### src/rtl/movegen_pkg.sv
// Shared types for the move-generator stack datapath.
package movegen_pkg;

  localparam int MOVE_W = 10;

  typedef logic [MOVE_W-1:0] move_t;

  localparam move_t MOVE_NONE = '0;

  typedef enum logic [0:0] {
    IDLE  = 1'b0,
    DRAIN = 1'b1
  } drain_state_t;

endpackage

### src/rtl/movegen_find_first.sv
// Combinational lowest-set-bit finder shared by the movegen drain blocks.
module movegen_find_first #(
  parameter int DEPTH = 16,
  parameter int IW    = (DEPTH > 1) ? $clog2(DEPTH) : 1
) (
  input  logic [DEPTH-1:0] mask,
  output logic [IW-1:0]    index,
  output logic             any
);

  // Scanning high to low means the last hit written is the lowest set index.
  always_comb begin
    index = '0;
    any   = 1'b0;
    for (int i = DEPTH - 1; i >= 0; i--) begin
      if (mask[i]) begin
        index = i[IW-1:0];
        any   = 1'b1;
      end
    end
  end

endmodule

### src/rtl/movegen_stack_reader.sv
// Snapshots the piece stack on capture and streams its non-zero slots,
// top of stack first, one per cycle over a valid/ready handshake.
module movegen_stack_reader
  import movegen_pkg::*;
#(
  parameter int DEPTH = 16,
  parameter int WIDTH = MOVE_W,
  parameter int CW    = $clog2(DEPTH + 1)
) (
  input  logic                   clk,
  input  logic                   rst,
  input  logic                   capture,
  input  logic [DEPTH*WIDTH-1:0] in_slots,
  input  logic                   flush,
  output logic [WIDTH-1:0]       out_data,
  output logic                   out_valid,
  input  logic                   out_ready,
  output logic                   busy,
  output logic                   done,
  output logic [CW-1:0]          count,
  output logic                   dropped
);

  localparam int IW = (DEPTH > 1) ? $clog2(DEPTH) : 1;

  drain_state_t     state_reg;
  logic [WIDTH-1:0] snap_reg [DEPTH];
  logic [DEPTH-1:0] mask_reg;
  logic [CW-1:0]    count_reg;
  logic             done_reg;
  logic             dropped_reg;

  logic [WIDTH-1:0] slot_in [DEPTH];
  logic [DEPTH-1:0] cap_mask;
  logic [IW-1:0]    ff_index;
  logic             ff_any;
  logic [DEPTH-1:0] clr_mask;
  logic [DEPTH-1:0] mask_next;
  logic             handshake;

  for (genvar gi = 0; gi < DEPTH; gi++) begin : g_slot
    assign slot_in[gi]  = in_slots[gi*WIDTH +: WIDTH];
    assign cap_mask[gi] = |in_slots[gi*WIDTH +: WIDTH];
  end

  movegen_find_first #(
    .DEPTH (DEPTH),
    .IW    (IW)
  ) u_find_first (
    .mask  (mask_reg),
    .index (ff_index),
    .any   (ff_any)
  );

  assign busy      = (state_reg == DRAIN);
  assign out_valid = busy;
  assign out_data  = (busy && ff_any) ? snap_reg[ff_index] : '0;
  assign handshake = out_valid && out_ready;
  assign done      = done_reg;
  assign dropped   = dropped_reg;
  assign count     = count_reg;

  always_comb begin
    clr_mask           = '0;
    clr_mask[ff_index] = 1'b1;
    mask_next          = mask_reg & ~clr_mask;
  end

  always_ff @(posedge clk) begin
    if (rst) begin
      state_reg   <= IDLE;
      mask_reg    <= '0;
      count_reg   <= '0;
      done_reg    <= 1'b0;
      dropped_reg <= 1'b0;
      for (int i = 0; i < DEPTH; i++) snap_reg[i] <= '0;
    end else begin
      done_reg    <= 1'b0;
      dropped_reg <= 1'b0;
      case (state_reg)
        IDLE: begin
          if (capture) begin
            for (int i = 0; i < DEPTH; i++) snap_reg[i] <= slot_in[i];
            mask_reg  <= cap_mask;
            count_reg <= '0;
            if (|cap_mask) state_reg <= DRAIN;
            else           done_reg  <= 1'b1;
          end
        end
        DRAIN: begin
          dropped_reg <= capture;
          if (handshake && count_reg != CW'(DEPTH))
            count_reg <= count_reg + 1'b1;
          // Flush overrides completion: a final handshake alongside flush gives no done.
          if (flush) begin
            state_reg <= IDLE;
            mask_reg  <= '0;
          end else if (handshake) begin
            mask_reg <= mask_next;
            if (mask_next == '0) begin
              state_reg <= IDLE;
              done_reg  <= 1'b1;
            end
          end
        end
        default: state_reg <= IDLE;
      endcase
    end
  end

endmodule

### config.mk
export PLATFORM = sky130hd
export DESIGN_NAME = movegen_stack_reader
export DESIGN_NICKNAME = d
export VERILOG_FILES = /design/src/rtl/movegen_pkg.sv /design/src/rtl/movegen_find_first.sv /design/src/rtl/movegen_stack_reader.sv
export SDC_FILE = /design/constraint.sdc
export NUM_CORES = 1
export LEC_CHECK = 0
export CORE_MARGIN = 8
export CORE_UTILIZATION = 45
export DETAILED_ROUTE_END_ITERATION = 16
export PLACE_DENSITY = 0.84
export SLEW_MARGIN = 10
export SYNTH_ARGS = -nofsm -noshare
export SYNTH_HDL_FRONTEND = slang
export SYNTH_SLANG_ARGS = --single-unit
### constraint.sdc
create_clock -name clk -period 5.2 [get_ports clk]
set_input_delay 0.78 -clock clk [delete_from_list [all_inputs] [get_ports clk]]
set_output_delay 0.78 -clock clk [all_outputs]
set_load 0.1 [all_outputs]
After elaboration in Yosys (flattened, before gate mapping)
Memories as Yosys holds them, arrays and structs flattened.
Index checks and enable logic that the tools add are counted.

word-level totals
  register bits after elaboration = 24
  bits in writable memories = 160
  input bits = 165
  output and inout bits = 19
  logic and storage cells = 133
  memories kept = 1

operators by class
  $add $sub $neg = 1
  order comparisons = 2
  eq/ne operators = 4
  multiplexer cells = 76
  bitwise operators = 19
  reduce and logical (&&, ||, !) cells = 25

memory list
  memory    depth  width  rd ports  clocked after memory_dff  write ports  RTL line                    RTL
  snap_reg  16     10     1         0                         16           movegen_stack_reader.sv:27  logic [WIDTH-1:0] snap_reg [DEPTH];

operators by type and width
  cell                 number
  $mux 10              17
  $reduce_or 10->1     16
  $reduce_or 160->1    1
  $mux 4               16
  $mux 16              3
  $mux 1               33
  $pmux 16 s2          1
  $and 16x16->16       1
  $logic_not 16->1     1
  $not 16->16          1
  $or 1x1->1           16
  $mux 5               2
  $pmux 5 s2           1
  $add 5x1->5 const B  1
  $lt 4x5->1 const B   1
  $ne 5x5->1 const B   1
  $demux 1 s4          1
  $ge 4x1->1 const B   1
  $logic_and 1x1->1    4
  $pmux 1 s2           2
  $reduce_and 2->1     2
  $ne 3x2->1 const B   1
  $ne 2x1->1 const B   1
  $ne 2x2->1 const B   1
  2 further kinds      2

Longest topological paths before layout
  word-level depth = 27
  gate-level depth with buffers = 11

Cells and area by module
A second synthesis with hierarchy kept.

second synthesis, totals
  cell total of the unflattened synthesis = 678
  area, all modules = 8988.6 um^2

modules (own cells, without submodules)
  module                times used  cells each  area each (um^2)  sequential area each (um^2)
  movegen_stack_reader  1           645         8809.7            5285.1
  movegen_find_first    1           33          178.9             0.0

Least setup slack after synthesis
Ideal clock, no wire load.

  path kind = reg2reg
  start point = reg state_reg (netlist: busy)
  end point = mem snap_reg[0][0] (netlist name), enable pin
  library setup time = 1.338 ns
  arrival = 4.270 ns
  setup slack = -0.407 ns
  cell stages (with the launch flop) = 5
  buffers on the path = 1
  cell sequence = dfxtp_1 -> inv_1 -> nand2_1 -> clkbuf_1 -> nand2_1

RTL lines
  item                    RTL line                    RTL
  from (decl)             movegen_stack_reader.sv:26  drain_state_t state_reg;
  from (signal assigned)  movegen_stack_reader.sv:71  state_reg <= IDLE;
  from (signal assigned)  movegen_stack_reader.sv:86  if (|cap_mask) state_reg <= DRAIN;
  from (signal assigned)  movegen_stack_reader.sv:96  state_reg <= IDLE;
  to (decl)               movegen_stack_reader.sv:27

Final worst setup path
  start point = reg mask_reg[10]
  end point = out out_data[0]

between the ends
  longest elaborated chain between the ends = 13
  elaborated cells on any way between the ends = 25

ends and longest elaborated chain
  item                                                       RTL line                    RTL
  from (decl)                                                movegen_stack_reader.sv:28  logic [DEPTH-1:0] mask_reg;
  from (signal assigned)                                     movegen_stack_reader.sv:84  mask_reg <= cap_mask;
  from (signal assigned)                                     movegen_stack_reader.sv:99  mask_reg <= mask_next;
  $mux 4 / $mux 1 (equally long branches) (11 in series)     movegen_find_first.sv:16    if (mask[i]) begin
  $mem_v2 16x10 / $logic_and 1x1->1 (equally long branches)  -
  $mux 10 (*)                                                movegen_stack_reader.sv:57  assign out_data = (busy && ff_any) ? snap_reg[ff_index] : '0;
  to (decl)                                                  movegen_stack_reader.sv:15  output logic [WIDTH-1:0] out_data,

Every way passes the cells marked *; elsewhere a longest branch is shown, timed or not.

==> flow_metrics.env <==
export IMPL_antenna_found_initial=0
export IMPL_leakagePower_nw=4.47
export IMPL_htreeDepth=4
export IMPL_die_area_sq_mm=0.0249
export IMPL_syn_avg_cell_area_sq_um=11.1
export IMPL_clock_path_buffers=2
export IMPL_dpl_hpwl_mm=20.5
export IMPL_drtIter0Drc=864
export IMPL_power_density_mw_per_mm2=346
export IMPL_min_path_cells=2
export IMPL_status="finished, final reports clean"
export IMPL_finalHoldViolCount=0
export IMPL_fill_cells=1612
export IMPL_yosysTopAreaCellShare_pct=53.0
export IMPL_clock_fmax_mhz=226
export IMPL_cp_max_fo=14
export IMPL_multiInputGateArea_sq_mm=0.00347
export IMPL_routed_wl_mm=27.7
export IMPL_clkPwrFrac_pct=31.0
export IMPL_synth_edf_count=160
export IMPL_drive_gt1_share_pct=7.54
export IMPL_skew_ns=0.00525
export IMPL_crit_required_ns=4.42
export IMPL_synth_top_area_cell="edfxtp_1"
export IMPL_async_flop_share_pct=0
export IMPL_vias_per_cell=5.96
export IMPL_worst_slack_ns=0.775
export IMPL_tns_ns=0
export IMPL_grt_max_degree=118
export IMPL_seq_power_share_pct=45.2
export IMPL_p_sw_share_pct=30.3
export IMPL_vias=7460
export IMPL_slew_violations=0
export IMPL_cts_hold_fix_buffers=0
export IMPL_post_cts_buffers=0
export IMPL_critPathKind="flip-flop to output pin"
export IMPL_finalWorstPathRequiredPeriod_ns=4.42
export IMPL_grt_pass1_vias=7297
export IMPL_dr_pass1_iters=6
export IMPL_die_w_um=158
export IMPL_ctsResizeCount=0
export IMPL_numPortBuffers=183
export IMPL_ant_nets=0
export IMPL_max_slew_worst_pin_slew_ns=1.12
export IMPL_cts_tree="built"
export IMPL_ff2ff_path_depth=8
export IMPL_area_delta_synth_final_pct=28.1
export IMPL_clock_sinks=184
export IMPL_fin_crit_sh_pct=85.1
export IMPL_grt_pass1_wl_mm=41.1
export IMPL_grt_usage_pct=22.0
export IMPL_clk_latency_ns=0.43
export IMPL_final_cell_area_sq_mm=0.0116
export IMPL_max_slew_margin_pct=25.2
export IMPL_drv_cap=0
export IMPL_path_clk_slew_ns=0.07
export IMPL_internal_power_mw=2.80
export IMPL_syn_nets=983
export IMPL_synth_area_sq_mm=0.00907
export IMPL_overflow=0
export IMPL_cts_buffers=17
export IMPL_seq_area_sq_mm=0.00529
export IMPL_antenna_cells=0
export IMPL_drc=0
export IMPL_ys_flop_type="edfxtp_1"
export IMPL_ys_top_cells_by_area="edfxtp_1 53%, and3_1 7.0%, dfxtp_1 5.3%, o22ai_1 4.8%, nor2b_1 4.3%"
export IMPL_die_h_um=158
export IMPL_rows=52
export IMPL_cp_start_kind="flip-flop"
export IMPL_nets=1136
export IMPL_largest_reg_flops=160
export IMPL_dp_slack_ns=1.33
export IMPL_ys_seq_area_share_pct=58.3
export IMPL_vdd_drop_max_v=0.000244
export IMPL_critPathCaptureType="output pin"
export IMPL_wl_per_cell_um=22.1
export IMPL_pwr_share_comb_pct=23.9
export IMPL_ys_warn_count=0
export IMPL_p_sw_mw=1.22
export IMPL_rsz0062_at_grt="false"
export IMPL_setup_viol=0
export IMPL_ys_ff_latch=184
export IMPL_hp_class="flip-flop to flip-flop"
export IMPL_core_area_sq_mm=0.0200
export IMPL_synthDistinctLibCells=60
export IMPL_io_pins=184
export IMPL_cts_root_buf="clkbuf_16"
export IMPL_critical_path_arrival_ns=3.64
export IMPL_netlist_instances=816
export IMPL_place_area_sq_mm=0.0111
export IMPL_start_util_pct=45.4
export IMPL_gp_congestion=0.949
layer usage:
metal / vias to the layer above / wire length [um] / global-route usage [%]
met1: 3552 / 10800 / 27.0
li1: 3456 / - / -
met2: 384 / 13500 / 36.7
met5: - / 0 / 0
met4: 0 / 1060 / 10.0
met3: 68 / 2330 / 4.80
power groups by stage:
| stage | Clock, mW | Sequential (mW) | Combinational, mW |
|---|---|---|---|
| after floorplan | 0 | 1.82 | 0.614 |
| after global placement | 0 | 1.84 | 0.927 |
| after detailed placement | 0 | 1.84 | 0.939 |
| after CTS | 1.25 | 1.81 | 0.946 |
| after global routing | 1.30 | 1.82 | 1.01 |
| final | 1.24 | 1.82 | 0.961 |
cell usage after synthesis, types with 4 or more instances:
cell and number:
edfxtp_1 160, and3_1 102, nor2_1 80, o22ai_1 69, nor2b_1 63, nor4_1 42, clkbuf_1 38, dfxtp_1 24
nand3_1 24, nand2_1 21, a21oi_1 18, o21ai_0 18, inv_1 17, mux2i_1 15, a211oi_1 13, buf_2 13
o21ai_1 12, a22oi_1 9, buf_4 5, buf_6 4, o2111ai_1 4, o211ai_1 4
path summary, 6_finish.rpt:
path                                           startpoint  slack [ns]                    end
worst max register to register  mask_reg[10]$_SDFFE_PP0P_        2.16        busy$_SDFF_PP0_
worst min-delay path                count[4]$_SDFFE_PP0P_        0.55  count[4]$_SDFFE_PP0P_
worst max-delay path            mask_reg[10]$_SDFFE_PP0P_        0.78            out_data[0]
worst min register to register      count[4]$_SDFFE_PP0P_        0.55  count[4]$_SDFFE_PP0P_
cell families after synthesis:
group | share of synthesized area [%]
AO/OA/AOI/OAI | 13.0
XOR/XNOR | 0.290
adder cells (fa/ha/maj) | 0.276
buffers and inverters | 3.91
flip-flops | 58.3
multiplexers | 1.66
AND/OR/NAND/NOR | 22.6
through the flow:
stage	cells	hold slack [ns]	power, mW	util, %
floorplan	816	0.494	2.43	-
global placement	1220	0.525	2.77	55.3
detailed placement	1220	0.531	2.78	55.3
CTS	1252	0.551	4.01	58.2
global route	1252	0.591	4.14	58.2
finish	1252	0.545	4.02	58.2
critical path, stage by stage (launching register included):
cell,delay (ns)
dfxtp_1,0.41
nor4_1,0.44
o31a_1,0.29
o21a_1,0.53
nand2b_1,0.45
o22ai_1,0.29
nor2_1,0.07
o21ai_0,0.36
nor2_1,0.10
buf_4,0.25
cells in the final DEF, fill, tap and decap left out, drive strengths merged, types with 22 or more instances in the layout:
cell type / Yosys / final
clkdlybuf4s50: 0 / 172
edfxtp: 160 / 160
and3: 102 / 102
nor2: 83 / 83
o22ai: 69 / 69
nor2b: 63 / 63
nor4: 44 / 44
o21ai: 31 / 31
nand3: 24 / 24
dfxtp: 24 / 24
nand2: 24 / 24
buf: 22 / 22
final cells by class:
type,count,area share (%)
Multi-Input combinational cell,555,29.9
Clock inverter,13,1.11
Sequential cell,184,45.5
Inverter,17,0.549
Timing Repair Buffer,194,16.3
Clock buffer,19,3.73
Tap cell,270,2.91
(Power assumes the default switching activity.)
